File: src/rtl/uart_tx_arbiter.sv
// Four-requester round-robin arbiter that feeds a single UART transmitter.
// Optional WAIT_BUSY watchdog is enabled by defining UART_ARB_TIMEOUT_EN.
module uart_tx_arbiter #(
  parameter int SEND_CYCLES    = 2,
  parameter int TIMEOUT_CYCLES = 1023
) (
  input  logic        sys_clk,
  input  logic        reset,
  input  logic [3:0]  req,
  input  logic [31:0] req_data,
  output logic [3:0]  ack,
  output logic [7:0]  uart_tx_data,
  output logic        uart_send_data,
  input  logic        uart_tx_busy,
  output logic [1:0]  active_id,
  output logic        arb_busy,
  output logic        timeout_err
);

  localparam logic [1:0] IDLE      = 2'd0;
  localparam logic [1:0] LAUNCH    = 2'd1;
  localparam logic [1:0] WAIT_BUSY = 2'd2;
  localparam logic [1:0] WAIT_DONE = 2'd3;

  logic [1:0] state_q, state_d;
  logic [1:0] rr_ptr_q, rr_ptr_d;
  logic [3:0] ack_q, ack_d;
  logic [7:0] tx_data_q, tx_data_d;
  logic       send_q, send_d;
  logic [1:0] active_id_q, active_id_d;
  logic [3:0] send_cnt_q, send_cnt_d;
  logic       arb_busy_q, arb_busy_d;
  logic       timeout_err_d;

  logic       grant_found;
  logic [1:0] grant_id;
  logic [1:0] idx;

  // Round-robin search: first requester at or after rr_ptr, wrapping mod 4.
  // NOTE: every signal written in an always_comb gets a default first, so no
  // path leaves it unassigned and no latch is inferred.
  always_comb begin
    grant_found = 1'b0;
    grant_id    = rr_ptr_q;
    idx         = rr_ptr_q;
    for (int k = 0; k < 4; k++) begin
      idx = rr_ptr_q + 2'(k);
      if (!grant_found && req[idx]) begin
        grant_found = 1'b1;
        grant_id    = idx;
      end
    end
  end

`ifdef UART_ARB_TIMEOUT_EN
  logic [15:0] timeout_cnt_q, timeout_cnt_d;
  logic        timeout_err_q;
`else
  // Keeps the watchdog parameter referenced when the counter is compiled out.
  logic timeout_cycles_unused;
  assign timeout_cycles_unused = |16'(TIMEOUT_CYCLES);
`endif

  always_comb begin
    state_d       = state_q;
    rr_ptr_d      = rr_ptr_q;
    ack_d         = 4'b0000;
    tx_data_d     = tx_data_q;
    send_d        = send_q;
    active_id_d   = active_id_q;
    send_cnt_d    = send_cnt_q;
    timeout_err_d = 1'b0;
`ifdef UART_ARB_TIMEOUT_EN
    timeout_cnt_d = 16'd0;
`endif
    case (state_q)
      IDLE: begin
        // A foreign transmission (busy while idle) blocks every grant.
        if (grant_found && !uart_tx_busy) begin
          state_d     = LAUNCH;
          ack_d       = 4'b0001 << grant_id;
          tx_data_d   = req_data[{grant_id, 3'b000} +: 8];
          active_id_d = grant_id;
          send_d      = 1'b1;
          send_cnt_d  = 4'd1;
          rr_ptr_d    = grant_id + 2'd1;
        end
      end
      LAUNCH: begin
        if (send_cnt_q >= 4'(SEND_CYCLES)) begin
          send_d  = 1'b0;
          state_d = uart_tx_busy ? WAIT_DONE : WAIT_BUSY;
        end else begin
          send_cnt_d = send_cnt_q + 4'd1;
        end
      end
      WAIT_BUSY: begin
        if (uart_tx_busy) begin
          state_d = WAIT_DONE;
        end else begin
`ifdef UART_ARB_TIMEOUT_EN
          if (timeout_cnt_q == 16'(TIMEOUT_CYCLES - 1)) begin
            timeout_err_d = 1'b1;
            state_d       = IDLE;
          end else begin
            timeout_cnt_d = timeout_cnt_q + 16'd1;
          end
`endif
        end
      end
      WAIT_DONE: begin
        if (!uart_tx_busy) state_d = IDLE;
      end
      default: state_d = IDLE;
    endcase
    arb_busy_d = (state_d != IDLE);
  end

  // NOTE: sequential state uses non-blocking assignments only, so every flop
  // samples the pre-edge value of the others regardless of statement order.
  // NOTE: the async reset clears every flop, including the captured byte, so
  // an aborted transfer leaves nothing to replay.
  always_ff @(posedge sys_clk or negedge reset) begin
    if (!reset) begin
      state_q     <= IDLE;
      rr_ptr_q    <= 2'd0;
      ack_q       <= 4'b0000;
      tx_data_q   <= 8'h00;
      send_q      <= 1'b0;
      active_id_q <= 2'd0;
      send_cnt_q  <= 4'd0;
      arb_busy_q  <= 1'b0;
    end else begin
      state_q     <= state_d;
      rr_ptr_q    <= rr_ptr_d;
      ack_q       <= ack_d;
      tx_data_q   <= tx_data_d;
      send_q      <= send_d;
      active_id_q <= active_id_d;
      send_cnt_q  <= send_cnt_d;
      arb_busy_q  <= arb_busy_d;
    end
  end

`ifdef UART_ARB_TIMEOUT_EN
  always_ff @(posedge sys_clk or negedge reset) begin
    if (!reset) begin
      timeout_cnt_q <= 16'd0;
      timeout_err_q <= 1'b0;
    end else begin
      timeout_cnt_q <= timeout_cnt_d;
      timeout_err_q <= timeout_err_d;
    end
  end
  assign timeout_err = timeout_err_q;
`else
  logic timeout_err_d_unused;
  assign timeout_err_d_unused = timeout_err_d;
  assign timeout_err          = 1'b0;
`endif

  assign ack            = ack_q;
  assign uart_tx_data   = tx_data_q;
  assign uart_send_data = send_q;
  assign active_id      = active_id_q;
  assign arb_busy       = arb_busy_q;

endmodule

File: config.mk
export PLATFORM = sky130hd
export DESIGN_NAME = uart_tx_arbiter
export DESIGN_NICKNAME = d
export VERILOG_FILES = /design/src/rtl/uart_tx_arbiter.sv
export SDC_FILE = /design/constraint.sdc
export NUM_CORES = 1
export LEC_CHECK = 0
export ABC_AREA = 1
export CORE_MARGIN = 5
export CORE_UTILIZATION = 30
export DETAILED_ROUTE_END_ITERATION = 8
export PLACE_DENSITY = 0.52
export SYNTH_ARGS = -nofsm -noshare
export SYNTH_HDL_FRONTEND = slang
export SYNTH_SLANG_ARGS = --single-unit
File: constraint.sdc
create_clock -name sys_clk -period 2.2 [get_ports sys_clk]
set_input_delay 0.44 -clock sys_clk [delete_from_list [all_inputs] [get_ports sys_clk]]
set_output_delay 0.44 -clock sys_clk [all_outputs]
set_load 0.005 [all_outputs]
==> impl_metrics.csv <==
group,metric,value,unit
place,place_hpwl,3860,microns
logic_synthesis,ys_warn_count,0,
place,post_dp_cell_area,2550,sq um
timing,clock_skew,0.00398,ns
clocking,cts_buffer_depth,2,
logic_synthesis,yosysTopAreaCell,"dfrtp_1",
timing,fmaxAchievable,493,MHz
critical_path,critPathKind,"in -> reg",
critical_path,cp_max_fo,18,
logic_synthesis,ys_ff_latch,24,
floorplanning,dieArea,7980,sq um
critical_path,startpoint_type,"input pin",
global_routing,grt_pass1_wl,8100,microns
critical_path,path_common_cell,"nand2_1",
global_routing,gr-total-overflow,0,
drt,num_vias,1834,
floorplanning,die_h,89.3,microns
global_routing,grt_use_total,12.6,%
logic_synthesis,seq_area_frac_synth,31.8,%
place,dpl_worst_slack,-0.0919,ns
drt,vias_per_cell,4.57,
critical_path,slowest_stage,"clkdlybuf4s50_1",
logic_synthesis,synthesis.instances,263,
cells_and_area,seqCellArea,601,sq um
global_routing,grt_max_degree,25,
logic_synthesis,ys.flop_type,"dfrtp_1",
cells_and_area,antenna_cells,0,
cells_and_area,multi_input_comb_area,1160,sq um
drt,wl_per_cell,12.6,microns
job,maxCapViolations,0,
global_routing,met2_usage,19.9,%
power_and_ir_drop,p_leak,1.36,nW
logic_synthesis,synth.distinct_cells,26,
timing,fin_ws,0.173,ns
clocking,clock_sinks,24,
place,gp_congestion,0.791,
clocking,insertion_delay,0.27,ns
cells_and_area,fin_area,2690,sq um
cells_and_area,layout.nets,367,
clocking,ctsHoldBuffers,0,
logic_synthesis,syn-cell-area,1890,sq um
critical_path,cp-end-kind,"flop",
clocking,h-tree-depth,1,
critical_path,cp.arrival,2.19,ns
run_status,status,"completed",
clocking,cts_made_buffers,3,
timing,rsz0062_at_grt,"false",
drt,drt_drc_violations_left,0,
timing,fin_crit_sh,92.1,%
global_routing,grt_pass1_vias,1733,
global_routing,grt.busiest_layer,"met2",
timing,hold_violations,0,
clocking,cts-root-buf,"clkbuf_8",
logic_synthesis,syn-num-nets,304,
power_and_ir_drop,p_total,4.10,mW
timing,setup_viol,0,
power_and_ir_drop,ir_worst_vdd,0.704,mV
critical_path,required,2.36,ns
drt,first_pass_iters,5,
logic_synthesis,async_flop_share,100,%
floorplanning,initial_core_util,30.3,%
drt,wl,5050,microns
critical_path,cp_cell_sequence,"clkdlybuf4s50_1, nand2_1, nand2_1, nand2_1, nand2_2, nor2_4, buf_12, nand4_4, buf_12, nand3_1, nand2_1, nand2_1, nand2_1, nand2_1, nand2_1",
cells_and_area,fill_cells,649,
drt,initialDrtViolationCount,75,
drt,antenna_left,0,
floorplanning,die_w,89.3,microns
logic_synthesis,synth.most_common_cell,"nand2_1",
cells_and_area,drive_gt1_share,19.1,%
worst_hold_path,hp-class,"reg -> reg",
power_and_ir_drop,p_per_area,1520,nW/um^2
timing,holdWs,0.484,ns
clocking,clk_pin_slew,0.08,ns
floorplanning,core_area,6240,sq um
global_routing,grtUsageMet3,1.11,%
critical_path,crit_start,"req[0]",
logic_synthesis,synth_common_cells,"nand2_1 (117), nand3_1 (35), dfrtp_1 (24)",
critical_path,cp.buffers_inverters,3,
critical_path,crit_family,"simple AND/OR/NAND/NOR gates",
place,port_buffers,54,
critical_path,timing.rr.start,"rr_ptr_q[0]",
logic_synthesis,synth_edf_count,0,
cells_and_area,area_delta_synth_final,42.5,%
global_routing,met1_usage,18.1,%
global_routing,antenna_found_initial,0,
critical_path,max_stage_delay,0.46,ns
timing,period_needed,2.03,ns
worst_hold_path,min_from,"active_id[1]",
clocking,tritoncts,"built",
floorplanning,io_pins,56,
logic_synthesis,syn_area_per_cell,7.18,sq um
timing,slew_violations,0,
logic_synthesis,yosys.area.top_type_share,31.8,%
logic_synthesis,synth.area.top_cells,"dfrtp_1 (32%), nand2_1 (23%), nand3_1 (9.3%)",
floorplanning,rows,29,
-- worst min-delay path, delay by kind of cell, from the launching register on --
kind / cells / cell delay [ns]
simple gates: 2 / 0.10
flops: 1 / 0.35
-- timing repair --
action                                  4_1_cts  5_1_grt
hold endpoints to repair                      0        0
buffers inserted                              0        1
gates resized for setup                       0       13
endpoints found under the setup margin        0        6
-- where the power goes --
group	total [mW]	leakage, nW	internal, mW	switching, mW
logic	3.11	1.04	1.29	1.81
clock network	0.260	0.0216	0.123	0.138
registers	0.731	0.303	0.619	0.113
total	4.10	1.36	2.04	2.06
-- sequential cells by signal (all words and copies together), names as in the netlist --
register and count:
ack 4, active_id 2, arb_busy 1, rr_ptr_q 2, send_cnt_q 4, state_q 2
uart_send_data 1, uart_tx_data 8
-- worst paths after layout --
kind	end	slack [ns]	cells after the start
worst max-delay path	uart_tx_data[7]	0.17	15
worst min-delay path	active_id[1]	0.48	2
worst max register to register	uart_tx_data[7]	0.18	15
worst min register to register	active_id[1]	0.48	2
max in group asynchronous	uart_tx_data[2]	1.44	2
min in group asynchronous	state_q[0]	0.52	2
-- area by class of cell --
type / count / area share (%)
Timing Repair Buffer: 68 / 26.6
Sequential cell: 24 / 22.3
Multi-Input combinational cell: 209 / 43.1
Clock buffer: 3 / 1.53
Tap cell: 77 / 3.58
Inverter: 20 / 2.88
-- per-stage QoR --
stage	TNS, ns	std cells	utilization [%]
global placement	-0.774	396	40.9
detailed placement	-0.840	396	40.9
finish	0	401	43.1
floorplan	0	263	-
CTS	0	399	41.6
global route	0	401	43.1
-- cells in the final DEF, fill, tap and decap left out --
| cell type | netlist | routed |
|---|---|---|
| nor2_1 | 10 | 10 |
| o21ai_0 | 2 | 2 |
| nand3_2 | 14 | 18 |
| inv_2 | 4 | 3 |
| clkbuf_8 | 1 | 3 |
| buf_12 | 1 | 5 |
| o211ai_1 | 1 | 1 |
| o21ai_1 | 1 | 1 |
| clkdlybuf4s50_1 | 0 | 54 |
| buf_4 | 3 | 8 |
| inv_4 | 0 | 1 |
| nor4_1 | 1 | 1 |
| nand2_2 | 7 | 9 |
| nor2_4 | 2 | 2 |
| ha_1 | 2 | 2 |
| nand3_1 | 35 | 31 |
| nand2_8 | 0 | 2 |
| nand2_1 | 117 | 115 |
| inv_1 | 15 | 15 |
| o211ai_4 | 1 | 1 |
| nor2_2 | 1 | 1 |
| nand2_4 | 6 | 4 |
| clkinv_1 | 1 | 1 |
| buf_8 | 0 | 1 |
| nand4_4 | 3 | 4 |
| dfrtp_1 | 24 | 24 |
| conb_1 | 1 | 1 |
| a21oi_1 | 4 | 4 |
-- logic make-up after synthesis --
family | Yosys count | synth area share, %
AOI/OAI and AO/OA | 9 | 3.38
adders and majority gates | 2 | 1.33
buffers and inverters | 31 | 10.2
DFF | 24 | 31.8
other | 1 | 0.199
and+or+nand+nor | 196 | 53.1
-- layer usage --
layer	up-vias	wire length (microns)
met4	0	54
met2	38	2440
li1	961	-
met5	-	0
met3	4	186
met1	831	2370
(Power assumes the default switching activity.)
